[config.mk]
export PLATFORM = sky130hd
export DESIGN_NAME = sr_sequential_flat
export DESIGN_NICKNAME = d
export VERILOG_FILES = /design/src/rtl/sr_sequential_if.sv /design/src/rtl/sr_sequential.sv /design/src/flat_wrapper.sv
export SDC_FILE = /design/constraint.sdc
export NUM_CORES = 1
export LEC_CHECK = 0
export CAP_MARGIN = 20
export CORE_MARGIN = 10
export CORE_UTILIZATION = 55
export DETAILED_ROUTE_END_ITERATION = 16
export PLACE_DENSITY = 0.79
export SKIP_CTS_REPAIR_TIMING = 1
export SLEW_MARGIN = 20
export SYNTH_ARGS = -nofsm -noshare
export SYNTH_HDL_FRONTEND = slang
export SYNTH_SLANG_ARGS = --single-unit
[constraint.sdc]
create_clock -name clock -period 4.1 [get_ports clock]
set_clock_uncertainty 0.1 [all_clocks]
set_input_delay 0.82 -clock clock [delete_from_list [all_inputs] [get_ports clock]]
set_output_delay 0.82 -clock clock [all_outputs]
set_load 0.02 [all_outputs]
[src/rtl/sr_sequential_if.sv]
// Request/response bundle for the multi-cycle right shifter.
// master = multicycle-op controller, slave = shifter.
`timescale 1ns/1ps
interface sr_sequential_if #(
  parameter int WIDTH   = 32,
  parameter int SHAMT_W = 5
);
  logic               start;
  logic [WIDTH-1:0]   a;
  logic [SHAMT_W-1:0] amount;
  logic               arith;
  logic               ready;
  logic               done;
  logic [WIDTH-1:0]   result;

  modport master (
    output start, a, amount, arith,
    input  ready, done, result
  );

  modport slave (
    input  start, a, amount, arith,
    output ready, done, result
  );
endinterface

[src/rtl/sr_sequential.sv]
// 32-bit logical/arithmetic right shifter, one amount bit per cycle (16,8,4,2,1): start-to-done 5 cycles.
// ready is low only while shifting; a start in the done cycle chains the next op back-to-back.
`timescale 1ns/1ps
module sr_sequential (
  input  logic           clock,
  input  logic           reset_n,
  sr_sequential_if.slave bus
);
  localparam int WIDTH   = 32;
  localparam int SHAMT_W = 5;

  typedef enum logic [1:0] {S_IDLE, S_SHIFT, S_DONE} state_t;

  state_t             state_q, state_d;
  logic [WIDTH-1:0]   w_q, w_d;
  logic [WIDTH-1:0]   result_q, result_d;
  logic [2:0]         k_q, k_d;
  logic [SHAMT_W-1:0] amt_q, amt_d;
  logic               arith_q, arith_d;
  logic               sign_q, sign_d;

  logic               accept;
  logic               fill;
  logic [SHAMT_W-1:0] step;
  logic [WIDTH-1:0]   stage_w;

  assign accept = bus.start && (state_q != S_SHIFT);

  // Fill comes from the sign captured at acceptance, not from the working register.
  assign fill    = arith_q & sign_q;
  assign step    = SHAMT_W'(1) << k_q;
  assign stage_w = (w_q >> step) | ({WIDTH{fill}} & ~({WIDTH{1'b1}} >> step));

  always_comb begin
    state_d  = state_q;
    w_d      = w_q;
    result_d = result_q;
    k_d      = k_q;
    amt_d    = amt_q;
    arith_d  = arith_q;
    sign_d   = sign_q;
    case (state_q)
      S_IDLE, S_DONE: begin
        if (accept) begin
          w_d     = bus.a;
          sign_d  = bus.a[WIDTH-1];
          amt_d   = bus.amount;
          arith_d = bus.arith;
          k_d     = 3'd4;
          state_d = S_SHIFT;
        end else begin
          state_d = S_IDLE;
        end
      end
      S_SHIFT: begin
        if (amt_q[k_q]) begin
          w_d = stage_w;
        end
        if (k_q == 3'd0) begin
          result_d = w_d;
          state_d  = S_DONE;
        end else begin
          k_d = k_q - 3'd1;
        end
      end
      default: state_d = S_IDLE;
    endcase
  end

  always_ff @(posedge clock or negedge reset_n) begin
    if (!reset_n) begin
      state_q  <= S_IDLE;
      w_q      <= '0;
      result_q <= '0;
      k_q      <= '0;
      amt_q    <= '0;
      arith_q  <= 1'b0;
      sign_q   <= 1'b0;
    end else begin
      state_q  <= state_d;
      w_q      <= w_d;
      result_q <= result_d;
      k_q      <= k_d;
      amt_q    <= amt_d;
      arith_q  <= arith_d;
      sign_q   <= sign_d;
    end
  end

  assign bus.ready  = (state_q != S_SHIFT);
  assign bus.done   = (state_q == S_DONE);
  assign bus.result = result_q;
endmodule

[src/flat_wrapper.sv]
// flat-port wrapper written by rule: the top's interface ports become plain ports
module sr_sequential_flat 
  (clock, reset_n, bus_start, bus_a, bus_amount, bus_arith, bus_ready, bus_done, bus_result);
  sr_sequential_if bus_i ();
  input  logic clock;
  input  logic reset_n;
  input wire logic [$bits(bus_i.start)-1:0] bus_start;
  input wire logic [$bits(bus_i.a)-1:0] bus_a;
  input wire logic [$bits(bus_i.amount)-1:0] bus_amount;
  input wire logic [$bits(bus_i.arith)-1:0] bus_arith;
  output wire logic [$bits(bus_i.ready)-1:0] bus_ready;
  output wire logic [$bits(bus_i.done)-1:0] bus_done;
  output wire logic [$bits(bus_i.result)-1:0] bus_result;
  assign bus_i.start = bus_start;
  assign bus_i.a = bus_a;
  assign bus_i.amount = bus_amount;
  assign bus_i.arith = bus_arith;
  assign bus_ready = bus_i.ready;
  assign bus_done = bus_i.done;
  assign bus_result = bus_i.result;
  sr_sequential u_core (.clock(clock), .reset_n(reset_n), .bus(bus_i));
endmodule
Yosys cells after proc, flatten, opt, wreduce, memory -nomap -nowiden
Cells that the tools add are included.
{"block": "classes", "addsub": 1, "n_lt_le_gt_ge": 1, "n_eq_ne": 6, "shift": 3, "n_mux": 11, "n_bitwise": 4, "reduce_logical": 9}
{"cell": "$mux W32", "n": 2}
{"cell": "$pmux W32 S2", "n": 1}
{"cell": "$and A32 B32 Y32", "n": 1}
{"cell": "$not A32 Y32", "n": 1}
{"cell": "$or A32 B32 Y32", "n": 1}
{"cell": "$shr A32 B5 Y32", "n": 1}
{"cell": "$shr A32 B5 Y32 const A", "n": 1}
{"cell": "$mux W3", "n": 2}
{"cell": "$ne A2 B1 Y1 const B", "n": 3}
{"cell": "$pmux W3 S2", "n": 1}
{"cell": "$reduce_and A2 Y1", "n": 3}
{"cell": "$shl A1 B3 Y5 const A", "n": 1}
{"cell": "$lt A3 B4 Y1 const B", "n": 1}
{"cell": "$pmux W2 S2", "n": 1}
{"cell": "$bmux W1 S3", "n": 1}
{"cell": "$logic_not A3 Y1", "n": 1}
{"cell": "$reduce_and A3 Y1", "n": 1}
{"cell": "$sub A3 B1 Y3 const B", "n": 1}
{"cell": "$eq A2 B1 Y1 const B", "n": 1}
{"cell": "$eq A2 B2 Y1 const B", "n": 1}
{"cell": "$logic_not A2 Y1", "n": 1}
{"cell": "$mux W1", "n": 2}
{"cell": "$mux W2", "n": 1}
{"cell": "$ne A2 B2 Y1 const B", "n": 1}
{"cell": "other kinds (4)", "n": 4}
{"block": "word_totals", "register_bits": 76, "input_bits": 41, "output_inout_bits": 34, "word_cells": 42}

Longest topological paths before layout
Gate-level depths: netlist of the first run.
{"block": "logic_depth", "word_depth": 7, "mapped_depth": 13}

Worst setup path after synthesis of the first run
Ideal clock, no wire load.
{"block": "synth_timing", "path_type": "register to register", "from": "reg u_core.k_q[1]", "to": "reg u_core.w_q[15]", "t_arrival_ns": 2.416, "required_time_ns": 3.882, "setup_slack_ns": 1.466, "stages_incl_launch_ff": 12, "n_path_buf": 3, "synth_period_minus_slack_ns": 2.634, "path_cell_list": "dfrtp_1 -> clkbuf_1 -> inv_1 -> ha_1 -> buf_6 -> buf_6 -> mux2_4 -> a221oi_2 -> o221ai_1 -> a211oi_2 -> a22oi_1 -> a21o_1"}
{"block": "synth_via", "elab_chain_len": 7, "word_cells_on_any_way": 10}
{"item": "from (decl)", "line_no": "sr_sequential.sv:17", "text": "logic [2:0] k_q, k_d;"}
{"item": "from (signal assigned)", "line_no": "sr_sequential.sv:83", "text": "k_q <= k_d;"}
{"item": "$shl A1 B3 Y5", "line_no": "sr_sequential.sv:31", "text": "assign step = SHAMT_W'(1) << k_q;"}
{"item": "$shr A32 B5 Y32", "line_no": "sr_sequential.sv:32", "text": "assign stage_w = (w_q >> step) | ({WIDTH{fill}} & ~({WIDTH{1'b1}} >> step));"}
{"item": "$not A32 Y32", "line_no": "sr_sequential.sv:32"}
{"item": "$and A32 B32 Y32", "line_no": "sr_sequential.sv:32"}
{"item": "$or A32 B32 Y32", "line_no": "sr_sequential.sv:32"}
{"item": "$mux W32 (*)", "line_no": "sr_sequential.sv:56", "text": "if (amt_q[k_q]) begin"}
{"item": "$pmux W32 S2 (*)", "line_no": "sr_sequential.sv:42", "text": "case (state_q)"}
{"item": "to (signal assigned)", "line_no": "sr_sequential.sv:81", "text": "w_q <= w_d;"}
{"item": "to (decl)", "line_no": "sr_sequential.sv:15", "text": "logic [WIDTH-1:0] w_q, w_d;"}
Mark *: on every way between the ends. The rest lies on a longest branch, timed or not. The select of a mux whose other input is x is not followed.
A chain may end at the register's enable or synchronous reset.

Worst setup path after layout of the first run
{"block": "layout_timing", "from": "reg u_core.k_q[1]", "to": "reg u_core.result_q[6] (netlist: u_core.bus.result[6])"}
{"block": "layout_via", "elab_chain_len": 6, "word_cells_on_any_way": 11}
{"item": "$shl A1 B3 Y5", "line_no": "sr_sequential.sv:31"}
{"item": "$shr A32 B5 Y32", "line_no": "sr_sequential.sv:32"}
{"item": "$not A32 Y32", "line_no": "sr_sequential.sv:32"}
{"item": "$and A32 B32 Y32", "line_no": "sr_sequential.sv:32"}
{"item": "$or A32 B32 Y32", "line_no": "sr_sequential.sv:32"}
{"item": "$mux W32", "line_no": "sr_sequential.sv:56"}
{"item": "to (signal assigned)", "line_no": "sr_sequential.sv:82", "text": "result_q <= result_d;"}
{"item": "to (decl)", "line_no": "sr_sequential.sv:16", "text": "logic [WIDTH-1:0] result_q, result_d;"}
Parallel ways exist; a longest one is shown, timed or not. The select of a mux whose other input is x is not followed.

==> results of run 1 <==
## worst max-delay path: stages (launching register included)
cell	delay, ns
dfrtp_1	0.50
inv_1	0.22
ha_2	0.28
buf_12	0.26
clkinv_1	0.50
a211o_1	0.48
a31oi_1	0.35
o22ai_1	0.19
nor2_1	0.26
o21ai_0	0.13
## layer usage
metal	up-vias	share of wire, %	track usage [%]
met5	-	0	0
met4	0	6.3	19.1
met3	127	13	9.93
met2	525	43	44.1
met1	3181	38	39.0
li1	2805	-	-
## final timing paths
| kind | startpoint | endpoint | slack, ns | cells past startpoint |
|---|---|---|---|---|
| hold reg to reg | u_core.bus.result[18] | u_core.bus.result[18] | 0.38 | 2 |
| setup reg to reg | u_core.k_q[1] | u_core.bus.result[6] | 0.69 | 9 |
| max in group asynchronous | reset_n | u_core.k_q[0] | 2.76 | 1 |
| min in group asynchronous | reset_n | u_core.w_q[29] | 0.48 | 1 |
| setup / recovery | u_core.k_q[1] | u_core.bus.result[6] | 0.69 | 9 |
| hold / removal | u_core.bus.result[18] | u_core.bus.result[18] | 0.38 | 2 |
## cells in the mapped netlist (4+ instances only)
master	number	area, µm²
a211o_1	8	70.1
a211oi_1	10	75.1
a21o_1	14	105
a21oi_1	40	200
a221oi_1	6	52.6
a22o_1	10	87.6
a22oi_1	26	195
a2bb2oi_1	12	105
a31oi_1	10	62.6
and2_1	6	37.5
and3_1	4	25.0
and3b_1	4	35.0
buf_2	31	155
buf_4	4	30.0
clkbuf_1	34	128
dfrtp_1	76	1900
ha_1	5	62.6
inv_1	6	22.5
mux2_2	11	124
mux2i_1	29	290
mux4_2	11	248
nand2_1	85	319
nand2b_1	10	62.6
nand3_1	15	75.1
nor2_1	46	173
nor2b_1	9	56.3
nor3_1	14	70.1
nor3b_1	5	37.5
nor4b_1	4	35.0
o2111ai_1	4	35.0
o211ai_1	7	52.6
o21a_1	11	82.6
o21ai_0	56	280
o21ai_1	6	30.0
o221ai_1	4	35.0
o22a_1	6	52.6
o22ai_1	17	106
o2bb2ai_1	4	35.0
o31ai_1	9	67.6
## metrics by stage
step	util (%)	cell area [µm²]
CTS	65.3	7080
finish	65.4	7090
global route	65.3	7080
detailed placement	63.5	6880
floorplan	-	6100
global placement	63.4	6880
## cell type report
class / count / area, µm²
Clock inverter: 5 / 61.3
Multi-Input combinational cell: 560 / 3800
Tap cell: 140 / 175
Inverter: 8 / 30.0
Fill cell: 916 / 3750
Sequential cell: 76 / 1900
Timing Repair Buffer: 104 / 976
Clock buffer: 11 / 141
Antenna cell: 1 / 2.50
## flip-flops by register name, indices dropped and copies added, names as in the netlist
| name | flops |
|---|---|
| u_core.state_q | 2 |
| u_core.w_q | 32 |
| u_core.arith_q | 1 |
| u_core.k_q | 3 |
| u_core.amt_q | 5 |
| u_core.sign_q | 1 |
| u_core.bus.result | 32 |
## cell families after synthesis
kind of cell,count (synthesis),synth area share (%)
mux,52,11.1
buf+inv,85,6.69
flops,76,31.2
xor+xnor,1,0.144
compound gates,287,33.1
simple gates,215,16.8
fa+ha+maj,5,1.03
## where the power goes
part           switching (W)  total, W  internal (W)
Clock               0.000299  0.000598      0.000299
Combinational        0.00317   0.00519       0.00203
Sequential          0.000657   0.00179       0.00113
Total                0.00413   0.00758       0.00345
==> metrics.yaml, run 1 <==
finish:
  syn_to_final_growth_pct: 16.2
  drive_above_1_share_pct: 11.4
  final_nets: 805
  layout_commonest_cell: "nand2_1"
  stdcell_count: 905
  final_cell_mix: "85 x nand2_1, 76 x dfrtp_1, 73 x clkdlybuf4s50_1"
placement:
  gp_routability_congestion: 1.04
  dp_hpwl_um: 18100
  post-place-cells: 888
  dp_slack_ns: 0.872
  portBuffers: 74
critical_path:
  crit_type: "reg2reg"
  critPathCaptureType: "flop"
  arrival_ns: 3.56
  crit_fanout: 49
  critPathLaunchType: "flop"
  cp.required_ns: 4.25
sta:
  rsz0062_at_grt: "no"
  period_needed_ns: 3.41
  worstMarginPinSlew_ns: 0.973
  setup_viol: 0
  hold_viol: 0
  hold_slack_ns: 0.379
  finalCritPeriodShare_pct: 83.3
  setup_tns_ns: 0
  setup_slack_ns: 0.687
  drv_slew: 0
  fmax_mhz: 293
  slew_headroom_pct: 35.1
grt:
  overflow: 0
  track_usage_pct: 30.7
  grt_pass1_wl_um: 38700
  antenna_found_initial: 0
  grt_pass1_vias: 6421
  grt_max_degree: 77
drt:
  drt_iter0_drc: 943
  dr.pass1.iters: 5
  vias: 6638
  drcViolationCount: 0
  ant_nets: 0
  wl_per_cell_um: 27.5
  drt-total-wl_um: 24900
  via_per_inst: 7.33
yosys:
  ys_seq_area_share_pct: 31.2
  synth_cell_types: 74
  synthArstFlopShare_pct: 100
  ys_ff_latch: 76
  synth.net_count: 767
  synth_edf_count: 0
  ys_warn_count: 0
  syn_area_um2: 6100
  syn_inst: 721
  ys.flop_type: "dfrtp_1"
  syn_avg_cell_area_um2: 8.46
status:
  outcome: "completed"
floorplanning:
  coreArea_um2: 10800
  die_w_um: 125
  initial_core_util_pct: 56.2
  die_h_um: 125
  pin_count: 75
  dieArea_um2: 15700
  row_count: 38
power:
  peakVddDrop_mv: 0.616
  power.leakage_nw: 2.86
  powerDensity_nw_per_um2: 1070
  total_power_w: 0.00758
clock_tree:
  clk_latency_ns: 0.38
  cts_buffer_depth: 2
  clockRootBuffer: "clkbuf_8"
  clk_pin_slew_ns: 0.08
  htreeDepth: 3
  cts_tree: "done"
  cts.sink_count: 76
  cts_buffers: 9
run:
  max_cap_violations: 0
min_path:
  hold_path.class: "reg2reg"
Note: power is estimated with default switching activity, not from simulation.
==> inputs of run 2 (changes only) <==
--- a/config.mk
+++ b/config.mk
@@ -7,9 +7,9 @@
 export LEC_CHECK = 0
 export CAP_MARGIN = 20
 export CORE_MARGIN = 10
-export CORE_UTILIZATION = 55
+export CORE_UTILIZATION = 52
 export DETAILED_ROUTE_END_ITERATION = 16
-export PLACE_DENSITY = 0.79
+export PLACE_DENSITY = 0.78
 export SKIP_CTS_REPAIR_TIMING = 1
 export SLEW_MARGIN = 20
 export SYNTH_ARGS = -nofsm -noshare
==> constraint.sdc (replaced) <==
create_clock -name clock -period 2.8 [get_ports clock]
set_clock_uncertainty 0.1 [all_clocks]
set_input_delay 0.56 -clock clock [delete_from_list [all_inputs] [get_ports clock]]
set_output_delay 0.56 -clock clock [all_outputs]
set_load 0.02 [all_outputs]
==> metrics.yaml, run 2 (synthesis results as in run 1) <==
status:
  outcome: "completed"
floorplanning:
  dieArea_um2: 16500
  pin_count: 75
  row_count: 39
  coreArea_um2: 11500
  die_h_um: 128
  initial_core_util_pct: 53.2
  die_w_um: 128
critical_path:
  slowest_stage: "or3b_1"
  critPathLaunchType: "flop"
  critPathMostFrequentCell: "buf_4"
  rr_worst_depth: 10
  cp.required_ns: 2.94
  crit_family: "compound AO/OA/AOI/OAI gates"
  crit_buf_inv: 3
  crit_fanout: 6
  crit_type: "reg2reg"
  critPathCaptureType: "flop"
  critical_path.max_stage_delay_ns: 0.41
  arrival_ns: 2.86
  cp.depth: 10
  cp_cell_sequence: "inv_1 > ha_2 > or3b_1 > a211oi_1 > buf_4 > a2111oi_2 > buf_4 > a211oi_2 > a22oi_1 > a21o_1"
grt:
  overflow: 0
  track_usage_pct: 30.9
  grt_pass1_wl_um: 39400
  grt_max_degree: 77
  grt_pass1_vias: 6516
  antenna_found_initial: 0
  top_usage_layer: "met2"
  met3_usage_pct: 7.90
  use_met1_pct: 40.8
  grtUsageMet2_pct: 44.4
power:
  total_power_w: 0.0125
  peakVddDrop_mv: 0.972
  power.leakage_nw: 3.23
  powerDensity_nw_per_um2: 1600
sta:
  setup_slack_ns: 0.0806
  hold_viol: 0
  rsz0062_at_grt: "no"
  slew_headroom_pct: 33.2
  drv_slew: 0
  worstMarginPinSlew_ns: 1.00
  fmax_mhz: 368
  period_needed_ns: 2.72
  setup_viol: 0
  finalCritPeriodShare_pct: 97.1
min_path:
  hold_path.class: "in2async"
drt:
  vias: 6776
  drcViolationCount: 0
  dr.pass1.iters: 6
  drt-total-wl_um: 26300
  drt_iter0_drc: 968
  via_per_inst: 7.07
  wl_per_cell_um: 27.4
  ant_nets: 0
placement:
  gp_routability_congestion: 1.06
  dp_hpwl_um: 19200
  portBuffers: 74
  dp_slack_ns: -0.0628
finish:
  antenna_cells: 0
  drive_above_1_share_pct: 18.6
  layout_commonest_cell: "nand2_1"
  syn_to_final_growth_pct: 27.7
  final_cell_mix: "85 x nand2_1, 76 x buf_4, 76 x dfrtp_1"
  n_fill_cell: 955
  final_nets: 857
run:
  max_cap_violations: 0
clock_tree:
  cts_buffers: 9
  clk_latency_ns: 0.35
  cts_buffer_depth: 2
  htreeDepth: 3
  cts_tree: "done"
  clk_pin_slew_ns: 0.06
  cts.sink_count: 76
  clockRootBuffer: "clkbuf_16"
-- run 2: worst reg2reg max path, stage by stage, from the launching register on --
cell and delay, ns:
dfrtp_1 0.40, inv_1 0.14, ha_2 0.30, or3b_1 0.41, a211oi_1 0.29, buf_4 0.17
a2111oi_2 0.04, buf_4 0.16, a211oi_2 0.28, a22oi_1 0.14, a21o_1 0.18
-- run 2: final timing paths --
| check | from | end | slack, ns |
|---|---|---|---|
| setup reg to reg | u_core.k_q[1] | u_core.w_q[15] | 0.08 |
| hold / removal | reset_n | u_core.bus.result[22] | 0.27 |
| max in group asynchronous | reset_n | u_core.bus.result[21] | 1.69 |
| hold reg to reg | u_core.bus.result[25] | u_core.bus.result[25] | 0.38 |
| min in group clock | u_core.bus.result[25] | u_core.bus.result[25] | 0.38 |
| setup / recovery | u_core.k_q[1] | u_core.w_q[15] | 0.08 |
-- run 2: where the power goes --
group / internal (W) / switching [W]
Clock: 0.000895 / 0.000492
Combinational: 0.00361 / 0.00490
Sequential: 0.00166 / 0.000916
Total: 0.00616 / 0.00631
-- run 2: cell type report --
class                   count  area, µm²  share of cell area, %
flip-flops and latches     76       1900                   24.4
clock inverters             6        111                   1.43
repair buffers            156       1450                   18.6
well taps                 143        179                   2.30
clock buffers              10        239                   3.07
multi-input cells         560       3880                   49.8
inverters                   8       30.0                  0.386
-- run 2: metal layers --
metal	routed length (µm)	vias up
met5	0	-
met4	1580	0
met3	3120	114
met2	11200	530
met1	10400	3225
li1	-	2907
-- run 2: stage by stage --
step,TNS [ns],utilization [%],cells,hold WS [ns],instance area [µm²]
after floorplan,0,-,721,0.164,6100
after global placement,-0.0354,63.9,942,0.360,7330
after detailed placement,-0.104,63.9,942,0.364,7330
after CTS,-0.149,67.0,958,0.322,7680
after global routing,0,67.9,959,0.353,7780
final,0,67.9,959,0.271,7780
==> inputs of run 3 (changes only) <==
--- a/config.mk
+++ b/config.mk
@@ -7,9 +7,8 @@
 export LEC_CHECK = 0
 export CAP_MARGIN = 20
 export CORE_MARGIN = 10
-export CORE_UTILIZATION = 52
+export CORE_UTILIZATION = 40
 export DETAILED_ROUTE_END_ITERATION = 16
-export PLACE_DENSITY = 0.78
 export SKIP_CTS_REPAIR_TIMING = 1
 export SLEW_MARGIN = 20
 export SYNTH_ARGS = -nofsm -noshare
==> constraint.sdc (replaced) <==
create_clock -name clock -period 3.4 [get_ports clock]
set_clock_uncertainty 0.1 [all_clocks]
set_input_delay 0.68 -clock clock [delete_from_list [all_inputs] [get_ports clock]]
set_output_delay 0.68 -clock clock [all_outputs]
set_load 0.02 [all_outputs]
==> metrics.yaml, run 3 (synthesis results as in run 1) <==
grt:
  grt_max_degree: 77
  track_usage_pct: 27.3
  overflow: 0
  antenna_found_initial: 0
  grt_pass1_wl_um: 42200
  grt_pass1_vias: 6413
drt:
  drt_iter0_drc: 860
  drt-total-wl_um: 28100
  ant_nets: 0
  vias: 6597
  wl_met3_um: 3090
  dr_wl_met2_um: 12100
  routed.top_layer: "met4"
  wl_met1_um: 11300
  via_per_inst: 6.79
  wl_per_cell_um: 28.9
  drcViolationCount: 0
  dr.pass1.iters: 6
power:
  powerDensity_nw_per_um2: 1320
  total_power_w: 0.00987
  peakVddDrop_mv: 0.432
  power.leakage_nw: 3.05
clock_tree:
  clockRootBuffer: "clkbuf_16"
  htreeDepth: 3
  cts_buffers: 9
  cts_tree: "done"
  cts.sink_count: 76
  clk_pin_slew_ns: 0.06
  clk_latency_ns: 0.35
  cts_buffer_depth: 2
critical_path:
  crit_fanout: 9
  critPathLaunchType: "flop"
  crit_type: "reg2reg"
  critPathCaptureType: "flop"
  cp_cell_sequence: "inv_1 > ha_1 > nand2b_1 > buf_4 > a2111oi_0 > a31oi_1 > buf_4 > o22ai_1 > nor2_1 > o21ai_0"
  cp.required_ns: 3.57
  critical_path.max_stage_delay_ns: 0.49
  crit_family: "compound AO/OA/AOI/OAI gates"
  slowest_stage: "a2111oi_0"
  arrival_ns: 3.47
  crit_buf_inv: 3
  critPathMostFrequentCell: "buf_4"
finish:
  final_nets: 826
  seqCellArea_um2: 1900
  fin_util_pct: 49.7
  final_cell_mix: "85 x nand2_1, 76 x dfrtp_1, 73 x clkdlybuf4s50_1"
  multiInputGateArea_um2: 3810
  syn_to_final_growth_pct: 23.0
  n_fill_cell: 1468
  drive_above_1_share_pct: 13.8
  antenna_cells: 0
  layout_commonest_cell: "nand2_1"
floorplanning:
  die_w_um: 143
  dieArea_um2: 20600
  die_h_um: 143
  pin_count: 75
  initial_core_util_pct: 40.4
  row_count: 45
  coreArea_um2: 15100
sta:
  period_needed_ns: 3.30
  worstMarginPinSlew_ns: 1.03
  rsz0062_at_grt: "no"
  setup_viol: 0
  setup_tns_ns: 0
  fmax_mhz: 303
  drv_slew: 0
  slew_headroom_pct: 31.4
  hold_slack_ns: 0.177
  finalCritPeriodShare_pct: 97.0
  hold_viol: 0
placement:
  gp_routability_congestion: 1.04
  portBuffers: 74
  dp_hpwl_um: 20800
min_path:
  hold_path.class: "in2async"
status:
  outcome: "completed"
run:
  max_cap_violations: 0
-- run 3: changes by cell type in the layout (fill, tap and decap cells not counted), sizes merged --
cell | previous run | this run
buf | 82 | 52
bufinv | 3 | 2
clkinv | 4 | 3
-- run 3: where the power goes --
group	total (W)	switching (W)	leakage [nW]	internal, W
clock network	0.00107	0.000389	0.158	0.000677
logic	0.00667	0.00402	1.97	0.00265
registers	0.00214	0.000771	0.921	0.00136
total	0.00987	0.00518	3.05	0.00469
-- run 3: path summary, 6_finish.rpt --
check,cells after the start,end,slack [ns],from
setup reg to reg,10,u_core.bus.result[6],0.10,u_core.k_q[1]
hold / removal,1,u_core.bus.result[25],0.18,reset_n
setup / recovery,10,u_core.bus.result[6],0.10,u_core.k_q[1]
min in group clock,2,u_core.bus.result[25],0.38,u_core.bus.result[25]
hold reg to reg,2,u_core.bus.result[25],0.38,u_core.bus.result[25]
max in group asynchronous,2,u_core.w_q[0],2.41,reset_n
-- run 3: area by class of cell --
type                            instances  area share [%]
Timing Repair Buffer                  125            16.0
Sequential cell                        76            25.4
Multi-Input combinational cell        560            50.8
Clock buffer                           11            3.37
Inverter                                8           0.401
Tap cell                              188            3.14
Clock inverter                          4           0.968
-- run 3: through the flow --
step | std cells | area, µm² | worst slack (ns)
4_1_cts | 971 | 7460 | 0.207
2_1_floorplan | 721 | 6100 | 0.766
5_1_grt | 972 | 7500 | 0.0293
3_5_place_dp | 956 | 7140 | 0.229
6_report | 972 | 7500 | 0.101
3_3_place_gp | 956 | 7140 | 0.255
-- run 3: per-layer routing --
metal,GRT usage [%],vias up
met4,15.4,0
met1,35.8,3219
li1,-,2847
met2,39.9,441
met5,0,-
met3,6.96,90
-- run 3: worst register-to-register path, delay by kind of cell, from the launching register on --
kind | cells | cell delay, ns
buf+inv | 3 | 0.69
flops | 1 | 0.48
simple gates | 2 | 0.39
fa+ha+maj | 1 | 0.33
compound gates | 4 | 1.22
==> RTL change 1, RTL diff (config.mk and constraints of run 3) <==
Encoding of `state_t`: now one-hot (3 bits for 3 states).
--- a/src/rtl/sr_sequential.sv
+++ b/src/rtl/sr_sequential.sv
@@ -9,7 +9,7 @@
   localparam int WIDTH   = 32;
   localparam int SHAMT_W = 5;
 
-  typedef enum logic [1:0] {S_IDLE, S_SHIFT, S_DONE} state_t;
+  typedef enum logic [2:0] {S_IDLE = 3'b001, S_SHIFT = 3'b010, S_DONE = 3'b100} state_t;
 
   state_t             state_q, state_d;
   logic [WIDTH-1:0]   w_q, w_d;
Behaviour: no difference found for any inputs over 10 cycles, from zero or initial values and one cycle with reset_n low; not proved beyond that.
==> RTL change 1 against run 3 <==
Area after synthesis decreased by 3.0%. Sequential cell count increased by 1. First-iteration DRC count decreased by 9.5%. Maximum frequency increased by 2.9%. Cell area decreased by 1.7%. Wire length decreased by 5.2%. Synthesized cell count decreased by 1.2%. Total power decreased by 17%. Worst setup slack improved by 0.093 ns. Sequential power decreased by 3%. Global-route usage decreased by 0.94 points.
==> RTL change 1: results (changes against run 3) <==
Worst setup path
  – Largest fanout of any net on the critical path: 24 (+15)
  – Arrival time at the worst endpoint: 3.34 ns (-0.13 ns)

Cells and area
  – Total number of sequential cells: 77 (+1.3%)
  – Clock network share of area: 0.0416 (-0.00180)
  – Relative area of non-clock buffer cells in the final design: 0.168 (+0.00887)
  – Multi-input combinational gate total: 550 (-1.8%)
  – Clock buffer count in the final layout: 9 (-2)
  – Area growth, synth to finish: 24.6%
  – FF/Latch Area: 1930 sq um (+1.4%)
  – Post-layout net count: 824 (-0.24%)
  – Fillers: 1413 (-3.7%)

Routing
  – Met1 Wirelength: 11400 microns (+0.90%)
  – Met2 routed wirelength: 11600 microns (-3.9%)
  – Ratio of routed vias to standard cells: 6.56 (-3.3%)
  – Vias after detailed routing: 6351 (-3.7%)

Synthesis
  – Share of the synthesized area in compound gates (AO/OA/AOI/OAI): 0.305 (-0.0258)
  – Adder-Cell Fraction of Synth Area: 0.0106 (+0.000315)
  – Largest cells by area after synthesis: sky130_fd_sc_hd__dfrtp_1, sky130_fd_sc_hd__o21ai_0, sky130_fd_sc_hd__nand2_1
  – Share of synthesized area spent on multiplexers: 0.106 (-0.00527)
  – XOR/XNOR Fraction of Synth Area: 0.00148 (+0.0000441)
  – Synth unique cells: 72 (-2.7%)
  – Syn Inst Count: 712 (-1.2%)
  – Most numerous cell types in the synthesized netlist: sky130_fd_sc_hd__nand2_1, sky130_fd_sc_hd__dfrtp_1, sky130_fd_sc_hd__o21ai_0

Place
  – Cell area after placement: 7030 sq um (-1.5%)
  – HPWL after detailed placement: 19600 microns (-5.8%)
  – Post-placement worst setup slack: 0.188 ns (-0.0409 ns)

Outcome
  – Outcome: completed

Global routing
  – Met1 usage in global routing: 0.359 (about the same)
  – GRT Util Overall: 0.263 (-0.00942)
  – Wire length of the first global-routing pass: 40500 microns (-4.1%)

Timing
  – Final-layout worst hold slack: 0.131 ns (-0.0459 ns)

Power
  – Switching Power: 4190 uW (-19%)
  – Sequential Power: 2080 uW (-3%)
  – Clock network power: 1020 uW (-5%)
  – Worst voltage drop across the vdd grid: 433 uV (+0.23%)
## RTL change 1: changes by cell type after synthesis, moves of 7 or more
cell	delta
sky130_fd_sc_hd__buf_2	-12
sky130_fd_sc_hd__nor2_1	+7
sky130_fd_sc_hd__clkbuf_1	+9
sky130_fd_sc_hd__a22oi_1	-7
sky130_fd_sc_hd__a21oi_1	-16
sky130_fd_sc_hd__o21ai_0	+13
sky130_fd_sc_hd__a2bb2oi_1	-9
## RTL change 1: how the worst max path moves through the flow
stage | from | end | slack, ns | cells past startpoint
2_1_floorplan | u_core.k_q[1] | u_core.w_q[10] | 0.81 | 9
3_3_place_gp | u_core.k_q[1] | u_core.bus.result[28] | 0.20 | 10
5_1_grt | u_core.k_q[1] | u_core.w_q[15] | 0.02 | 9
4_1_cts | u_core.k_q[1] | u_core.bus.result[28] | 0.17 | 10
3_5_place_dp | u_core.k_q[1] | u_core.bus.result[28] | 0.19 | 10
6_report | u_core.k_q[1] | u_core.bus.result[14] | 0.19 | 10
==> RTL change 2, RTL diff (settings of run 3) <==
Made on the original files. `WIDTH` is set to 32 in 2 places; all go to 28.
--- a/src/rtl/sr_sequential_if.sv
+++ b/src/rtl/sr_sequential_if.sv
@@ -2,7 +2,7 @@
 // master = multicycle-op controller, slave = shifter.
 `timescale 1ns/1ps
 interface sr_sequential_if #(
-  parameter int WIDTH   = 32,
+  parameter int WIDTH   = 28,
   parameter int SHAMT_W = 5
 );
   logic               start;
--- a/src/rtl/sr_sequential.sv
+++ b/src/rtl/sr_sequential.sv
@@ -6,7 +6,7 @@
   input  logic           reset_n,
   sr_sequential_if.slave bus
 );
-  localparam int WIDTH   = 32;
+  localparam int WIDTH   = 28;
   localparam int SHAMT_W = 5;
 
   typedef enum logic [1:0] {S_IDLE, S_SHIFT, S_DONE} state_t;
Ports: changed (resized bus_a and bus_result); port bits go from 75 to 67. No check against the original RTL was run, so the function may have changed too.
==> RTL change 2 against run 3 <==
Die area shrank 12%. Critical endpoint is now u_core.w_q[0]. Sequential cell count decreased by 8. Largest cell class unchanged. Area after synthesis fell by 14%. Wire length is 15% lower. Highest routed layer unchanged. Worst setup slack improved by 0.23 ns. Cell area down 12%. Total power is 14% lower. Count of clock-buffer cells in the layout is 2 lower.
==> RTL change 2: results (changes against run 3) <==
Synthesis
  – Synth unique cells: 70 (-5.4%)
  – Most numerous cell types in the synthesized netlist: sky130_fd_sc_hd__nand2_1, sky130_fd_sc_hd__dfrtp_1, sky130_fd_sc_hd__o21ai_0
  – Adder-Cell Fraction of Synth Area: 0.0119 (+0.00164)
  – Post-Synthesis Net Count: 685 (-11%)
  – Average instance area after synthesis: 8.17 sq um (-3.3%)

Worst setup path
  – Reg-to-reg slack, setup: 0.33 ns (+0.23 ns)
  – Reg-to-reg endpoint: u_core.w_q[0]
  – Critical path destination: u_core.w_q[0]
  – Cell with the largest stage delay on the worst path: sky130_fd_sc_hd__nor2b_1
  – Worst stage delay on the critical path: 0.68 ns (+0.19 ns)

Routing
  – Sum of met3 wire segment lengths after detailed routing: 2140 microns (-31%)
  – Met1 Wirelength: 9760 microns (-14%)

Global routing
  – Met1 usage in global routing: 0.337 (-0.0214)
  – GRT Util Overall: 0.260 (-0.0125)
  – Maximum number of pins on one net before global-route repair: 41 (-47%)
  – Vias in the first global route: 5740 (-10%)

Place
  – Routability congestion estimate from global placement: 1.06 (+2.5%)
  – HPWL after detailed placement: 18300 microns (-12%)

Cells and area
  – Final std cells w/o fill: 891 (-8.3%)
  – Post-layout net count: 756 (-8.5%)
  – Share of post-route cells with drive strength above 1: 0.138 (about the same)

Outcome
  – Outcome: completed

Timing
  – Final-layout worst hold slack: 0.239 ns (+0.0616 ns)

Power
  – Switch share: 0.517 (-0.00768)
  – Total leakage power: 0.00277 uW (-9.1%)
  – Worst voltage drop across the vdd grid: 510 uV (+18%)
## RTL change 2: cell types whose count changed after synthesis, moves of 10 or more
cell | run 3 | this run
sky130_fd_sc_hd__buf_2 | 31 | 14
sky130_fd_sc_hd__a2bb2oi_1 | 12 | 0
sky130_fd_sc_hd__a22oi_1 | 26 | 16
sky130_fd_sc_hd__nand2_1 | 85 | 95
sky130_fd_sc_hd__o211ai_1 | 7 | 17
sky130_fd_sc_hd__o21a_1 | 11 | 1
## RTL change 2: stage by stage
stage                     instance area (sq um)  worst slack [ns]  utilization  total power, uW
after floorplan                            5260             0.858            -             4980
after global placement                     6290             0.401        0.494             7260
after detailed placement                   6290             0.420        0.494             7260
after CTS                                  6610             0.409        0.520             8290
after global routing                       6610            0.0870        0.520             8900
final                                      6610             0.326        0.520             8450
## RTL change 2: area by class of cell
type	instances	share of cell area
multi-input cells	500	0.487
flip-flops and latches	68	0.257
repair buffers	122	0.166
clock buffers	9	0.0341
well taps	172	0.0325
clock inverters	7	0.0149
inverters	13	0.00738
